<file path="config.mk">
export PLATFORM = sky130hd
export DESIGN_NAME = uart_receive
export DESIGN_NICKNAME = d
export VERILOG_FILES = /design/src/rtl/uart_receive.sv
export SDC_FILE = /design/constraint.sdc
export NUM_CORES = 1
export LEC_CHECK = 0
export CORE_MARGIN = 8
export CORE_UTILIZATION = 60
export CTS_CLUSTER_DIAMETER = 150
export DETAILED_ROUTE_END_ITERATION = 12
export PLACE_DENSITY = 0.82
export REMOVE_ABC_BUFFERS = 1
export SLEW_MARGIN = 20
export SYNTH_ARGS = -nofsm -noshare
export SYNTH_HDL_FRONTEND = slang
export SYNTH_SLANG_ARGS = --single-unit
export TNS_END_PERCENT = 50
</file>
<file path="constraint.sdc">
create_clock -name clk -period 3.15 [get_ports clk]
set_input_delay 0.945 -clock clk [delete_from_list [all_inputs] [get_ports clk]]
set_output_delay 0.945 -clock clk [all_outputs]
set_load 0.01 [all_outputs]
</file>
<file path="src/rtl/uart_receive.sv">
// UART 8N1 receiver: samples din at mid-bit and reassembles LSB-first bytes.
// Latency: din_vld/frame_err pulse 4 + HALF_T + 9*(FULL_T+1) clk after the start-bit falling edge.
// Backpressure: none; each result is a one-cycle pulse that the consumer must take when it appears.
module uart_receive #(
  parameter int FULL_T = 867,
  parameter int HALF_T = 433
) (
  input  logic       clk,
  input  logic       rst,
  input  logic       din,
  output logic       din_vld,
  output logic [7:0] din_data,
  output logic       frame_err
);

  localparam logic [9:0] FULL_V = FULL_T[9:0];
  localparam logic [9:0] HALF_V = HALF_T[9:0];

  typedef enum logic [1:0] {
    IDLE  = 2'd0,
    START = 2'd1,
    DATA  = 2'd2,
    STOP  = 2'd3
  } state_t;

  state_t      state;
  logic        din_m;
  logic        din_s;
  logic        din_s_d;
  logic [9:0]  div_cnt;
  logic [2:0]  bit_cnt;
  logic [7:0]  shift;
  logic        fall;

  // Two-flop synchroniser plus one delay stage for falling-edge detection; idles high.
  always_ff @(posedge clk) begin
    if (rst) begin
      din_m   <= 1'b1;
      din_s   <= 1'b1;
      din_s_d <= 1'b1;
    end else begin
      din_m   <= din;
      din_s   <= din_m;
      din_s_d <= din_s;
    end
  end

  // A start bit begins only on a true high-to-low transition, so a held-low break never retriggers.
  assign fall = din_s_d & ~din_s;

  // Receive FSM: mid-start check, eight mid-bit data samples, then the stop-bit verdict.
  always_ff @(posedge clk) begin
    if (rst) begin
      state     <= IDLE;
      div_cnt   <= 10'd0;
      bit_cnt   <= 3'd0;
      shift     <= 8'h00;
      din_vld   <= 1'b0;
      frame_err <= 1'b0;
      din_data  <= 8'h00;
    end else begin
      din_vld   <= 1'b0;
      frame_err <= 1'b0;
      case (state)
        IDLE: begin
          div_cnt <= 10'd0;
          if (fall) begin
            state <= START;
          end
        end

        START: begin
          if (div_cnt == HALF_V) begin
            div_cnt <= 10'd0;
            bit_cnt <= 3'd0;
            // Line back high at mid-start means it was a glitch, not a frame.
            state   <= din_s ? IDLE : DATA;
          end else begin
            div_cnt <= div_cnt + 10'd1;
          end
        end

        DATA: begin
          if (div_cnt == FULL_V) begin
            div_cnt        <= 10'd0;
            shift[bit_cnt] <= din_s;
            if (bit_cnt == 3'd7) begin
              state <= STOP;
            end else begin
              bit_cnt <= bit_cnt + 3'd1;
            end
          end else begin
            div_cnt <= div_cnt + 10'd1;
          end
        end

        STOP: begin
          if (div_cnt == FULL_V) begin
            div_cnt <= 10'd0;
            // Leaving at mid-stop keeps half a bit for catching a back-to-back start edge.
            state   <= IDLE;
            if (din_s) begin
              din_data <= shift;
              din_vld  <= 1'b1;
            end else begin
              frame_err <= 1'b1;
            end
          end else begin
            div_cnt <= div_cnt + 10'd1;
          end
        end

        default: begin
          state   <= IDLE;
          div_cnt <= 10'd0;
        end
      endcase
    end
  end

endmodule

</file>
==> flow_summary.ini, run 1 <==
[placed_design]
dp_cells = 203
dpl_cell_area_um2 = 1720
dp_slack_ps = 567
io_buffers = 12
gp_congestion = 0.831
dpl.hpwl_mm = 2.25

[clocking]
root_buffer = clkbuf_4
cts_buffer_depth = 2
ctsHoldBuffers = 0
cts_resized = 0
cts_max_level = 2
cts.sinks = 36
post_cts_buffers = 0
path_clk_slew_ps = 120
insertion_delay_ps = 340
tritoncts = built
numCtsBuffers = 5

[critical_path]
critPathMaxFanout = 10
cp-end-kind = flip-flop
cp.arrival_ps = 2500
required_ps = 3420
critical_path_class = input port to flip-flop
startpoint_type = input port

[detailed_routing]
dr_total_vias = 1216
dr.pass1.iters = 4
via_per_inst = 5.76
drt_iter0_markers = 89
drt_wl_total_mm = 3.11
postRouteAntennaNets = 0
wire_per_inst_um = 14.7
drc = 0

[synth]
ys_async_sr_fraction_pct = 0
syn_avg_cell_area_um2 = 9.59
yosys_warnings = 0
ys_types = 37
ys.flop_type = dfxtp_1
synth-edff-count = 0
yosysSeqAreaShare_pct = 45.8
syn_area_um2 = 1570
syn_inst = 164
synth_seq_cells = 36

[pwr]
power_density_nw_per_um2 = 446
p_sw_share_pct = 21.5
p_total_mw = 0.804
p_sw_mw = 0.173
p_int_mw = 0.631
pwr-share-seq_pct = 57.3
p_comb_share_pct = 2.4
clkPwrFrac_pct = 40.3
vdd_drop_max_v = 0.000595
power.leakage_nw = 0.663

[floorplanning]
die_h_um = 67.2
ioPinCount = 13
placementRows = 18
start_util_pct = 63.5
die_area_um2 = 4520
die_w_um = 67.2
core_area_um2 = 2480

[global_route]
groute.usage.overall_pct = 15.4
antenna_found_initial = 0
grt_pass1_vias = 1200
grt_remaining_overflow = 0
grt_first_pass_wirelength_mm = 5.46
grt_start_max_net_pins = 17

[cells_and_area]
antennaDiodeCount = 0
fin_cells = 211
drive_gt1_share_pct = 11.0
area_delta_synth_final_pct = 14.6
fin_nets = 187
fin_util_pct = 72.7
final_cell_area_um2 = 1800

[min_path]
min_path_type = flip-flop to flip-flop

[sta]
worstMarginPinSlew_ps = 741
clock_skew_ps = 12.3
hold_slack_ps = 423
layout_min_cycle_time_ps = 2230
slew_violations = 0
setup_slack_ps = 921
report.final.hold_viol_count = 0
setup_viol = 0
max-slew-margin-rel_pct = 50.2
grt_setup_unrepaired = false
fin_crit_sh_pct = 70.8
setup-tns-final_ps = 0
fmax_ghz = 0.449

[run]
maxCapViolCount = 0

[outcome]
outcome = finished, final reports clean
-- synth_stat cells (2+ instances only) --
| library cell | number | area share (%) |
|---|---|---|
| nor2_1 | 24 | 5.7 |
| nor3b_1 | 2 | 0.95 |
| xor2_1 | 7 | 3.9 |
| nand2b_1 | 2 | 0.80 |
| nand2_1 | 14 | 3.3 |
| dfxtp_1 | 36 | 46 |
| ha_1 | 4 | 3.2 |
| nand4_1 | 3 | 1.2 |
| mux2i_1 | 18 | 11 |
| nor3_1 | 7 | 2.2 |
| nand3_1 | 13 | 4.1 |
| or2_2 | 3 | 1.2 |
| clkbuf_1 | 3 | 0.72 |
| inv_1 | 2 | 0.48 |
| and3_1 | 4 | 1.6 |
-- registers in the layout, indices dropped and copies added (netlist names), named ones only --
| signal | flops |
|---|---|
| bit_cnt | 3 |
| din_data | 8 |
| din_m | 1 |
| din_s | 1 |
| din_s_d | 1 |
| din_vld | 1 |
| div_cnt | 10 |
| frame_err | 1 |
| shift | 8 |
| state | 1 |
-- worst paths after layout --
| check | start | end | slack (ps) | depth (start not counted) |
|---|---|---|---|---|
| hold / removal | din_m$_SDFF_PP1_ | din_s$_SDFF_PP1_ | 420 | 1 |
| hold reg to reg | din_m$_SDFF_PP1_ | din_s$_SDFF_PP1_ | 420 | 1 |
| setup reg to reg | div_cnt[0]$_SDFF_PP0_ | shift[6]$_SDFFE_PP0P_ | 1030 | 5 |
| setup / recovery | rst | div_cnt[9]$_SDFF_PP0_ | 920 | 5 |
-- cell type report --
cell class | count | area (um^2)
Tap cell | 30 | 37.5
Sequential cell | 36 | 721
Timing Repair Buffer | 13 | 128
Clock inverter | 3 | 42.5
Fill cell | 207 | 676
Clock buffer | 5 | 37.5
Multi-Input combinational cell | 121 | 825
Inverter | 3 | 11.3
-- layer usage --
metal	vias up	track usage, %	part of all wire [%]
li1	609	-	-
met1	573	19.2	48
met2	29	24.5	45
met3	5	5.13	5.5
met4	0	5.22	1.3
met5	-	0	0
-- power groups by stage --
stage          registers [mW]  logic (mW)  clock network [mW]
6_report                0.461      0.0192               0.324
5_1_grt                 0.462      0.0209               0.351
4_1_cts                 0.461      0.0194               0.326
3_5_place_dp            0.471      0.0194                   0
3_3_place_gp            0.471      0.0186                   0
2_1_floorplan           0.470      0.0100                   0
-- logic make-up after synthesis --
| logic type | after synthesis | synth area share (%) |
|---|---|---|
| fa+ha+maj | 4 | 3.18 |
| buf+inv | 7 | 1.75 |
| compound gates | 7 | 4.77 |
| mux | 19 | 12.2 |
| simple gates | 83 | 27.8 |
| flops | 36 | 45.8 |
| xor+xnor | 8 | 4.46 |
-- worst max-delay path, cell delays in order --
cell and delay (ps):
clkdlybuf4s50_1 550, or3b_2 490, a31oi_1 250, a31oi_4 110, nor2_1 150
-- cell usage in the layout, fill, tap and decap left out, types with 2 or more instances in the layout --
| cell type | count |
|---|---|
| clkbuf_4 | 5 |
| nor3b_1 | 2 |
| nand4_1 | 3 |
| nand3_1 | 13 |
| or2_2 | 3 |
| ha_1 | 4 |
| clkdlybuf4s50_1 | 12 |
| nand2_1 | 14 |
| dfxtp_1 | 36 |
| inv_1 | 2 |
| and3_1 | 4 |
| xor2_1 | 7 |
| mux2i_1 | 18 |
| nor2_1 | 24 |
| nand2b_1 | 2 |
| nor3_1 | 7 |
Note: power is estimated with default switching activity, not from simulation.
==> inputs of run 2 (changes only) <==
--- a/config.mk
+++ b/config.mk
@@ -6,10 +6,10 @@
 export NUM_CORES = 1
 export LEC_CHECK = 0
 export CORE_MARGIN = 8
-export CORE_UTILIZATION = 60
+export CORE_UTILIZATION = 56
 export CTS_CLUSTER_DIAMETER = 150
 export DETAILED_ROUTE_END_ITERATION = 12
-export PLACE_DENSITY = 0.82
+export PLACE_DENSITY = 0.77
 export REMOVE_ABC_BUFFERS = 1
 export SLEW_MARGIN = 20
 export SYNTH_ARGS = -nofsm -noshare
==> constraint.sdc (replaced) <==
create_clock -name clk -period 2.3 [get_ports clk]
set_input_delay 0.69 -clock clk [delete_from_list [all_inputs] [get_ports clk]]
set_output_delay 0.69 -clock clk [all_outputs]
set_load 0.01 [all_outputs]
==> run 2 against run 1 <==
  * Power up 37%
  * Wire length down 2.0%
  * Largest cell class unchanged
  * Critical path type is now flip-flop to flip-flop
  * Critical endpoint is now shift[6]$_SDFFE_PP0P_
  * Clock-buffer cell count up 1
  * Sequential share of layout area down 0.44 points
==> flow_summary.ini, run 2 (synthesis results as in run 1) <==
[outcome]
outcome = finished, final reports clean

[pwr]
power_density_nw_per_um2 = 604
p_total_mw = 1.10
vdd_drop_max_v = 0.000603
power.leakage_nw = 0.680

[critical_path]
required_ps = 2540
path_cells = ha_1 -> nand2b_1 -> or3_1 -> o311ai_0 -> o41ai_1
cp-end-kind = flip-flop
slowest_delay_ps = 550
startpoint_type = flip-flop
critPathBufInv = 0
critPathTopFamily = simple AND/OR/NAND/NOR gates
critPathMaxFanout = 7
critical_path_class = flip-flop to flip-flop
cp.arrival_ps = 2300
worst_path_max_delay_cell = or3_1

[detailed_routing]
dr_total_vias = 1213
dr.pass1.iters = 5
postRouteAntennaNets = 0
wire_per_inst_um = 14.2
drt_wl_total_mm = 3.05
drt_iter0_markers = 75
via_per_inst = 5.64
drc = 0

[sta]
grt_setup_unrepaired = false
slew_violations = 0
setup_viol = 0
worstMarginPinSlew_ps = 492
fmax_ghz = 0.484
setup_slack_ps = 234
clock_skew_ps = 11.2
layout_min_cycle_time_ps = 2070
report.final.hold_viol_count = 0
fin_crit_sh_pct = 89.8
setup-tns-final_ps = 0
max-slew-margin-rel_pct = 66.7
hold_slack_ps = 446

[min_path]
min_path_type = flip-flop to flip-flop

[cells_and_area]
mostFrequentLayoutCells = 36 x dfxtp_1, 24 x nor2_1, 18 x mux2i_1
final_common_cell = dfxtp_1
reg_top3 = div_cnt x10, din_data x8, shift x8
fin_nets = 190
area_delta_synth_final_pct = 15.8
nFillCells = 213
antennaDiodeCount = 0
regMostFlops = div_cnt
drive_gt1_share_pct = 12.0
largest_reg_flops = 10
fin_util_pct = 67.2

[placed_design]
dpl.hpwl_mm = 2.16
io_buffers = 12
dp_slack_ps = 101
gp_congestion = 0.833

[floorplanning]
die_w_um = 69.0
core_area_um2 = 2710
die_area_um2 = 4760
placementRows = 19
ioPinCount = 13
die_h_um = 69.0
start_util_pct = 58.0

[clocking]
path_clk_slew_ps = 120
insertion_delay_ps = 350
cts_resized = 0
cts_max_level = 2
numCtsBuffers = 5
tritoncts = built
cts.sinks = 36
root_buffer = clkbuf_4
cts_buffer_depth = 2
ctsHoldBuffers = 0
post_cts_buffers = 0

[global_route]
groute.usage.overall_pct = 14.4
grt_first_pass_wirelength_mm = 5.16
grt_remaining_overflow = 0
antenna_found_initial = 0
grt_pass1_vias = 1165
grt_start_max_net_pins = 16

[run]
maxCapViolCount = 0
## run 2: cell count changes in the layout (fill, tap and decap cells not counted)
cell	delta
clkbuf_1	+1
buf_4	+3
clkinvlp_4	-1
## run 2: power by group
part           internal [mW]  total (mW)  switching [mW]
combinational         0.0112      0.0272          0.0159
sequential             0.627       0.631         0.00407
clock                  0.228       0.443           0.215
## run 2: area by class of cell
type                       count  area, um^2  area share (%)
sequential                    36         721            39.6
clock buffer                   6        41.3            2.27
inverter                       3        11.3           0.618
multi-input combinational    121         825            45.3
tap                           31        38.8            2.13
clock inverter                 2        35.0            1.92
timing repair buffer          16         150            8.24
## run 2: per-layer routing
metal | GRT usage (%) | vias to the layer above | routed length (um)
met5 | 0 | - | 0
met4 | 7.02 | 0 | 55
met3 | 4.68 | 6 | 129
met2 | 21.6 | 24 | 1330
met1 | 18.2 | 567 | 1530
li1 | - | 616 | -
## run 2: metrics by stage
stage	cell area, um^2	std cells
after floorplan	1560	160
after global placement	1750	207
after detailed placement	1750	207
after CTS	1820	215
after global routing	1820	215
final	1820	215
## run 2: path summary, 6_finish.rpt
kind | from | end | slack (ps) | cells past startpoint
max | div_cnt[0]$_SDFF_PP0_ | shift[6]$_SDFFE_PP0P_ | 230 | 5
min | din_m$_SDFF_PP1_ | din_s$_SDFF_PP1_ | 450 | 1
max reg2reg | div_cnt[0]$_SDFF_PP0_ | shift[6]$_SDFFE_PP0P_ | 230 | 5
min reg2reg | din_m$_SDFF_PP1_ | din_s$_SDFF_PP1_ | 450 | 1
==> inputs of run 3 (changes only) <==
--- a/config.mk
+++ b/config.mk
@@ -5,6 +5,7 @@
 export SDC_FILE = /design/constraint.sdc
 export NUM_CORES = 1
 export LEC_CHECK = 0
+export CAP_MARGIN = 20
 export CORE_MARGIN = 8
 export CORE_UTILIZATION = 56
 export CTS_CLUSTER_DIAMETER = 150
==> results of run 3 <==
No change in the layout: final DEF, timing and power equal those of run 2.
